==> config.mk <==
export PLATFORM = sky130hd
export DESIGN_NAME = spram_mem_ctrl
export DESIGN_NICKNAME = d
export VERILOG_FILES = /design/src/rtl/spram_mem_ctrl.sv
export SDC_FILE = /design/constraint.sdc
export NUM_CORES = 1
export LEC_CHECK = 0
export CAP_MARGIN = 10
export CORE_MARGIN = 2
export CORE_UTILIZATION = 40
export DETAILED_ROUTE_END_ITERATION = 6
export GPL_ROUTABILITY_DRIVEN = 1
export HOLD_SLACK_MARGIN = 0.12
export PLACE_DENSITY = 0.8
export SKIP_CTS_REPAIR_TIMING = 1
export SLEW_MARGIN = 25
export SYNTH_ARGS = -nofsm -noshare
export SYNTH_HDL_FRONTEND = slang
export SYNTH_SLANG_ARGS = --single-unit
==> constraint.sdc <==
create_clock -name clk -period 2.2 [get_ports clk]
set_input_delay 0.44 -clock clk [delete_from_list [all_inputs] [get_ports clk]]
set_output_delay 0.44 -clock clk [all_outputs]
set_load 0.01 [all_outputs]
==> src/rtl/spram_mem_ctrl.sv <==
// Load/store controller for a pair of SB_SPRAM256KA macros (16K x 32 data memory).
// Registered outputs, one outstanding request, idle-timeout sleep with timed wake.
module spram_mem_ctrl #(
  parameter logic [31:0] BASE_ADDR    = 32'h0001_0000,
  parameter int unsigned IDLE_TIMEOUT = 256,
  parameter int unsigned WAKE_CYCLES  = 4
) (
  input  logic        clk,
  input  logic        rst_n,
  input  logic        req_valid,
  output logic        req_ready,
  input  logic        req_we,
  input  logic [31:0] req_addr,
  input  logic [31:0] req_wdata,
  input  logic [3:0]  req_be,
  output logic        resp_valid,
  output logic [31:0] resp_rdata,
  output logic        resp_err,
  output logic [13:0] spram_address,
  output logic [15:0] spram_datain_lo,
  output logic [15:0] spram_datain_hi,
  output logic [3:0]  spram_maskwren_lo,
  output logic [3:0]  spram_maskwren_hi,
  output logic        spram_wren,
  output logic        spram_cs,
  output logic        spram_standby,
  output logic        spram_sleep,
  output logic        spram_poweroff,
  input  logic [15:0] spram_dataout_lo,
  input  logic [15:0] spram_dataout_hi
);

  localparam int unsigned CNT_W  = $clog2(IDLE_TIMEOUT + 2);
  localparam int unsigned WAKE_W = $clog2(WAKE_CYCLES + 1);
  localparam logic [CNT_W-1:0]  IDLE_MAX  = CNT_W'(IDLE_TIMEOUT);
  localparam logic [WAKE_W-1:0] WAKE_LAST = WAKE_W'(WAKE_CYCLES - 1);
  localparam bit SLEEP_EN = (IDLE_TIMEOUT != 0);

  typedef enum logic [2:0] {
    ST_IDLE,
    ST_ACCESS,
    ST_CAPTURE,
    ST_SLEEP,
    ST_WAKE
  } state_t;

  state_t            state_q, state_d;
  logic [CNT_W-1:0]  idle_cnt_q, idle_cnt_d;
  logic [WAKE_W-1:0] wake_cnt_q, wake_cnt_d;

  logic        accept, addr_err;
  logic        req_ready_d, resp_valid_d, resp_err_d;
  logic [31:0] resp_rdata_d;
  logic [13:0] address_d;
  logic [15:0] datain_lo_d, datain_hi_d;
  logic [3:0]  mask_lo_d, mask_hi_d;
  logic        wren_d, cs_d, sleep_d;

  assign spram_standby  = 1'b0;
  assign spram_poweroff = 1'b1;

  always_comb begin
    accept   = req_valid && req_ready;
    addr_err = (req_addr[31:16] != BASE_ADDR[31:16]) || (req_addr[1:0] != 2'b00);

    state_d      = state_q;
    idle_cnt_d   = idle_cnt_q;
    wake_cnt_d   = '0;
    resp_valid_d = 1'b0;
    resp_err_d   = 1'b0;
    resp_rdata_d = resp_rdata;
    address_d    = spram_address;
    datain_lo_d  = spram_datain_lo;
    datain_hi_d  = spram_datain_hi;
    mask_lo_d    = spram_maskwren_lo;
    mask_hi_d    = spram_maskwren_hi;
    wren_d       = 1'b0;
    cs_d         = 1'b0;
    sleep_d      = spram_sleep;

    unique case (state_q)
      ST_IDLE: begin
        if (accept) begin
          idle_cnt_d = '0;
          if (addr_err) begin
            resp_valid_d = 1'b1;
            resp_err_d   = 1'b1;
            resp_rdata_d = '0;
          end else begin
            state_d   = ST_ACCESS;
            cs_d      = 1'b1;
            wren_d    = req_we;
            address_d = req_addr[15:2];
            if (req_we) begin
              datain_lo_d = req_wdata[15:0];
              datain_hi_d = req_wdata[31:16];
              mask_lo_d   = {{2{req_be[1]}}, {2{req_be[0]}}};
              mask_hi_d   = {{2{req_be[3]}}, {2{req_be[2]}}};
            end else begin
              mask_lo_d = '0;
              mask_hi_d = '0;
            end
          end
        end else if (!req_valid) begin
          if (idle_cnt_q != IDLE_MAX) idle_cnt_d = idle_cnt_q + CNT_W'(1);
          if (SLEEP_EN && (idle_cnt_d == IDLE_MAX)) begin
            state_d = ST_SLEEP;
            sleep_d = 1'b1;
          end
        end
      end
      ST_ACCESS: begin
        // spram_wren still carries the direction of the access being issued
        if (spram_wren) begin
          state_d      = ST_IDLE;
          resp_valid_d = 1'b1;
          resp_rdata_d = '0;
        end else begin
          state_d = ST_CAPTURE;
        end
      end
      ST_CAPTURE: begin
        state_d      = ST_IDLE;
        resp_valid_d = 1'b1;
        resp_rdata_d = {spram_dataout_hi, spram_dataout_lo};
      end
      ST_SLEEP: begin
        idle_cnt_d = '0;
        if (req_valid) begin
          state_d = ST_WAKE;
          sleep_d = 1'b0;
        end
      end
      ST_WAKE: begin
        idle_cnt_d = '0;
        if (wake_cnt_q == WAKE_LAST) begin
          state_d = ST_IDLE;
        end else begin
          wake_cnt_d = wake_cnt_q + WAKE_W'(1);
        end
      end
      default: state_d = ST_IDLE;
    endcase

    req_ready_d = (state_d == ST_IDLE) && !resp_valid_d;
  end

  always_ff @(posedge clk) begin
    if (!rst_n) begin
      state_q           <= ST_IDLE;
      idle_cnt_q        <= '0;
      wake_cnt_q        <= '0;
      req_ready         <= 1'b0;
      resp_valid        <= 1'b0;
      resp_err          <= 1'b0;
      resp_rdata        <= '0;
      spram_address     <= '0;
      spram_datain_lo   <= '0;
      spram_datain_hi   <= '0;
      spram_maskwren_lo <= '0;
      spram_maskwren_hi <= '0;
      spram_wren        <= 1'b0;
      spram_cs          <= 1'b0;
      spram_sleep       <= 1'b0;
    end else begin
      state_q           <= state_d;
      idle_cnt_q        <= idle_cnt_d;
      wake_cnt_q        <= wake_cnt_d;
      req_ready         <= req_ready_d;
      resp_valid        <= resp_valid_d;
      resp_err          <= resp_err_d;
      resp_rdata        <= resp_rdata_d;
      spram_address     <= address_d;
      spram_datain_lo   <= datain_lo_d;
      spram_datain_hi   <= datain_hi_d;
      spram_maskwren_lo <= mask_lo_d;
      spram_maskwren_hi <= mask_hi_d;
      spram_wren        <= wren_d;
      spram_cs          <= cs_d;
      spram_sleep       <= sleep_d;
    end
  end

endmodule

==> metrics, run 1 <==
Synth Area in Compound Gates 18.7%; reg2reg setup slack 160 ps; vias post-DR 3988; PortBufs 195; CTS max path bufs 2; sequential cell area fraction in the yosys report 51.4%; # clock sinks 103; Yosys reg bits 103; total core area 9770 sq um; die width 104 um; asr flop ratio synth 0%; final net count 760; GR Util All Layers 22.4%; dpl hpwl 9160 um; ant diodes 0; Critical Path Source idle_cnt_q[2]; GP Congestion 0.885; Synth cell types 47; Worst Setup Start Kind flip-flop; maximum vdd ir drop 0.000319 V; crit path kind reg -> reg; grt ovf 0; final WL 12300 um; area grow syn2layout 59.2%; DR vias/cell 5.05; post-route cell area 6390 sq um; WHS 436 ps; Initial DRC Count 254; Most used DFF post-synth dfxtp_1; crit-path cells nand3_1 > nor3_1 > o21ai_0 > a2111oi_2 > buf_4 > nand3b_1 > and3_1; Post-DP Area 6180 sq um; Syn Nets 566; Setup Viol. Count Final 0; synth warn 0; number of max-cap violations 0; post-synthesis simple-gate area fraction 21.4%; number of synthesized flops with an enable pin 0; vias in the first global route 3933; status complete, no violations; H-tree depth 3; Power per Cell Area 535 nW/um^2; row count 36; Synth Instances 458; largest family of logic cells by synthesized area simple AND/OR/NAND/NOR gates; initial antenna violation count 0; final worst-path cycle share 92.9%; CP max stage cell dfxtp_1; Slew Limit Fails 0; drt first pass iters 4; Post-Synth Adder-Cell Area 1.25%; Worst Hold Class reg -> reg; Worst-Margin Slew 582 ps; CP Max Fanout 9; RSZ-0062 raised after global routing no; syn_area_per_cell 8.77 sq um; die footprint 10900 sq um; Tmin final 2040 ps; worst-skew pair later-pin latency 370 ps; Clock Pin Slew Worst Setup and Hold Paths 90 ps; area of the mapped netlist 4020 sq um; DR WL/cell 15.6 um; post-synthesis xor/xnor area fraction 0.436%; root buf cell clkbuf_8; post-synthesis mux area share 0.530%; CTS tree done; CP Capture Type flip-flop; DRC 0; Slew HR 60.9%; chip height 104 um; Crit path arrival time 2310 ps; largest net degree at the start of global routing 64; post-route ant nets 0; IO Count 198; Hold Crit Start wake_cnt_q[0]; Final Skew 14.1 ps; reg2reg start idle_cnt_q[2]; CTS buffer count 9; Final Hold Viols 0; initial core utilization 41.1%; first-pass GRT wire length 19800 um; CP required 2460 ps; proportion of layout cells with a drive suffix above 1 8.07%; Worst path max stage delay 490 ps; Leak 2.30 nW; fmax 489 MHz
-- routing by layer --
layer / up-vias / wire length (um) / track usage, %
li1: 1962 / - / -
met1: 1852 / 5120 / 26.3
met2: 152 / 6270 / 40.5
met3: 22 / 680 / 5.51
met4: 0 / 227 / 6.37
met5: - / 0 / 0
-- cell usage in the layout (no fill, tap or decap), types with 2 or more instances in the layout --
cell,instances
inv_1,5
nor2_1,17
nor4_2,2
nand2_1,113
and3_1,6
or3_1,4
a22o_1,32
nand2b_1,3
a311oi_1,2
a21oi_1,62
nor3_2,2
nor4_1,4
ha_1,4
conb_1,2
nor3_1,7
buf_12,5
and2_1,2
nand3b_1,5
clkbuf_8,9
clkinv_4,3
clkdlybuf4s50_1,195
nor2b_1,2
a31oi_1,2
xnor2_1,2
buf_4,20
dfxtp_1,102
o21ai_0,9
nand3_1,12
-- cell usage after synthesis (2+ instances only) --
library cell,number,area (sq um)
or3_1,4,25.0
and2_1,2,12.5
dfxtp_1,103,2060
nand3_1,12,60.1
nor4_1,5,31.3
buf_1,3,11.3
conb_1,2,7.51
xnor2_1,2,17.5
buf_4,6,45.0
nor2_1,17,63.8
nand2_1,113,424
clkbuf_1,18,67.6
a22o_1,32,280
and3_1,6,37.5
a21oi_1,62,310
nand2b_1,3,18.8
nor3_1,9,45.0
nor2b_1,2,12.5
nand3b_1,5,37.5
a31oi_1,2,12.5
buf_6,8,90.1
a311oi_1,2,17.5
inv_1,5,18.8
o21ai_0,9,45.0
ha_1,4,50.1
-- worst max-delay path, delay by kind of cell, from the launching register on --
| kind | cells | cell delay [ps] |
|---|---|---|
| AOI/OAI and AO/OA | 2 | 590 |
| DFF | 1 | 490 |
| buffers and inverters | 1 | 180 |
| and+or+nand+nor | 4 | 670 |
-- stage by stage --
step	utilization, %	power (mW)	instances	setup WS (ps)	TNS, ps
after global placement	63.2	2.23	774	-209	-14020
final	65.4	3.42	790	157	0
after global routing	65.4	3.56	790	7.52	0
after CTS	65.3	3.45	790	114	0
after detailed placement	63.2	2.23	774	-279	-18450
after floorplan	-	2.00	458	246	0
-- area by class of cell --
class,instances,area (sq um)
timing repair buffer,220,2200
multi-input combinational,312,1730
inverter,6,22.5
tap,133,166
sequential,103,2060
clock inverter,6,76.3
clock buffer,10,128
fill,814,3380
-- kinds of logic (layout without fill, tap and decap cells) --
group	after synthesis	after routing
DFF	103	103
AOI/OAI and AO/OA	116	116
adders and majority gates	4	4
muxes	2	2
and+or+nand+nor	186	186
buffers and inverters	43	242
xor gates and xnor gates	2	2
other	2	2
-- final timing paths --
path                                 endpoint  cells past startpoint
worst min register to register  wake_cnt_q[0]                      1
worst min-delay path            wake_cnt_q[0]                      1
worst max-delay path                req_ready                      7
worst max register to register      req_ready                      7
-- flip-flops by register name, indices dropped and copies added (netlist names), 2 cells and up --
name and cells:
spram_maskwren_hi 2, spram_maskwren_lo 2, resp_rdata 32, spram_datain_lo 16, wake_cnt_q 3, spram_address 14, state_q 3, spram_datain_hi 16
idle_cnt_q 9
-- power by group --
group          total, mW  internal (mW)  switching, mW
logic              0.316          0.208          0.108
registers           1.88           1.87        0.00638
clock network       1.23          0.545          0.686
(Power assumes the default switching activity.)
==> inputs of run 2 (changes only) <==
--- a/config.mk
+++ b/config.mk
@@ -6,7 +6,7 @@
 export NUM_CORES = 1
 export LEC_CHECK = 0
 export CAP_MARGIN = 10
-export CORE_MARGIN = 2
+export CORE_MARGIN = 1
 export CORE_UTILIZATION = 40
 export DETAILED_ROUTE_END_ITERATION = 6
 export GPL_ROUTABILITY_DRIVEN = 1
==> run 2 against run 1 <==
Count of clock-buffer cells in the layout is the same. Critical path depth up 1. Critical endpoint is now resp_rdata[0]. Total power rose by 1.9%. Combinational power increased by 3%. Global-route usage up 0.74 points. Die area fell by 3.8%. Sequential power barely moved. Via count is 1.7% higher. Clock skew is 0.61 ps lower.
==> metrics, run 2 (synthesis results as in run 1) <==
DR WL/cell 15.4 um (-0.88%); post-route ant nets 0 (unchanged); DR vias/cell 5.11 (+1.2%); grt ovf 0 (unchanged); Slew Limit Fails 0 (unchanged); Core Util, Final 66.3% (+0.87 points); H-tree depth 3 (unchanged); largest net degree at the start of global routing 64 (unchanged); fmax 462 MHz (-5.6%); initial core utilization 41.3% (+0.19 points); Fill cells 799 (-1.8%); CP max stage cell clkdlybuf4s50_1; final WL 12200 um (-0.38%); root buf cell clkbuf_8; GP Congestion 0.966 (+9.1%); die footprint 10400 sq um (-3.8%); Post-DP Area 6210 sq um (+0.49%); IO Count 198 (unchanged); Leak 2.33 nW (+1.4%); vias in the first global route 3927 (-0.15%); storage element area 2060 sq um (about the same); Tmin final 2160 ps (+122 ps); crit path kind in -> reg; number of max-cap violations 0 (unchanged); Placed Cells 778 (+0.52%); CP Capture Type flip-flop; first-pass GRT wire length 19000 um (-4.4%); Clock Pin Slew Worst Setup and Hold Paths 90 ps (about the same); post-route cell area 6450 sq um (+0.86%); chip height 102 um (-1.9%); worst path bufs/invs 3 (+2); # clock sinks 103 (unchanged); GR Util All Layers 23.2% (+0.74 points); CTS max path bufs 2 (unchanged); dpl hpwl 9150 um (-0.13%); max reg flops 32 (unchanged); family with the most delay on the worst path buffers and inverters; worst-skew pair later-pin latency 370 ps (about the same); ant diodes 0 (unchanged); Worst path max stage delay 440 ps (-50 ps); Worst Setup Start Kind primary input; CTS tree done; Final Skew 13.5 ps (-0.606 ps); proportion of layout cells with a drive suffix above 1 8.77% (+0.71 points); crit-path cells clkdlybuf4s50_1 > nor4_2 > nand3b_1 > nand4b_1 > buf_4 > a311oi_4 > buf_12 > a22o_1; setup TNS 0 ps (unchanged); final worst-path cycle share 98.4% (+5.5 points); Worst Hold Class reg -> reg; PortBufs 195 (unchanged); row count 36 (unchanged); Top reg by flops resp_rdata; Crit path arrival time 2470 ps (+160 ps); area grow syn2layout 60.6%; vias post-DR 4057 (+1.7%); status complete, no violations; DRC 0 (unchanged); drt first pass iters 4 (unchanged); maximum vdd ir drop 0.000405 V (+27%); multi-input logic area 1740 sq um (+0.36%); Regs by FF count resp_rdata: 32 flops, spram_datain_hi: 16 flops, spram_datain_lo: 16 flops; Setup Viol. Count Final 0 (unchanged); die width 102 um (-1.9%); CP required 2510 ps (+50 ps); fin cells 794 (+0.51%); Initial DRC Count 147 (-42%); total core area 9730 sq um (-0.46%); Final Hold Viols 0 (unchanged); Power per Cell Area 541 nW/um^2 (+1.0%); commonest non-fill, non-tap cell in the layout clkdlybuf4s50_1; initial antenna violation count 0 (unchanged); most frequent cells in the layout 195 x clkdlybuf4s50_1, 113 x nand2_1, 103 x dfxtp_1; WHS 434 ps (-2.32 ps); final net count 764 (+0.53%); CP Max Fanout 32 (+23); CTS buffer count 9 (unchanged)
-- run 2: per-stage QoR --
stage	power, mW	worst slack [ps]
finish	3.49	35.2
global route	3.62	-39.5
CTS	3.52	131
detailed placement	2.24	-254
global placement	2.23	-200
floorplan	2.00	246
-- run 2: path summary, 6_finish.rpt --
| check | start | endpoint | slack (ps) | cells after the start |
|---|---|---|---|---|
| min | wake_cnt_q[0] | wake_cnt_q[0] | 430 | 1 |
| max | req_addr[19] | resp_rdata[0] | 40 | 8 |
| max reg2reg | idle_cnt_q[2] | req_ready | 180 | 7 |
| min reg2reg | wake_cnt_q[0] | wake_cnt_q[0] | 430 | 1 |
-- run 2: power by group --
part | internal (mW) | switching [mW] | leakage (nW)
logic | 0.209 | 0.115 | 1.38
clock network | 0.589 | 0.701 | 0.114
registers | 1.87 | 0.00412 | 0.830
total | 2.67 | 0.821 | 2.33
-- run 2: final cells by class --
cell class,count,share of cell area (%)
sequential,103,32.0
inverter,6,0.349
clock inverter,6,1.34
tap,133,2.58
timing repair buffer,224,34.6
multi-input combinational,312,27.0
clock buffer,10,2.13
-- run 2: layer usage --
metal / global-route usage [%] / share of wire (%) / vias up
met3: 6.36 / 6.4 / 17
li1: - / - / 1965
met5: 0 / 0 / -
met1: 26.2 / 40 / 1925
met4: 6.15 / 1.4 / 0
met2: 42.6 / 52 / 150
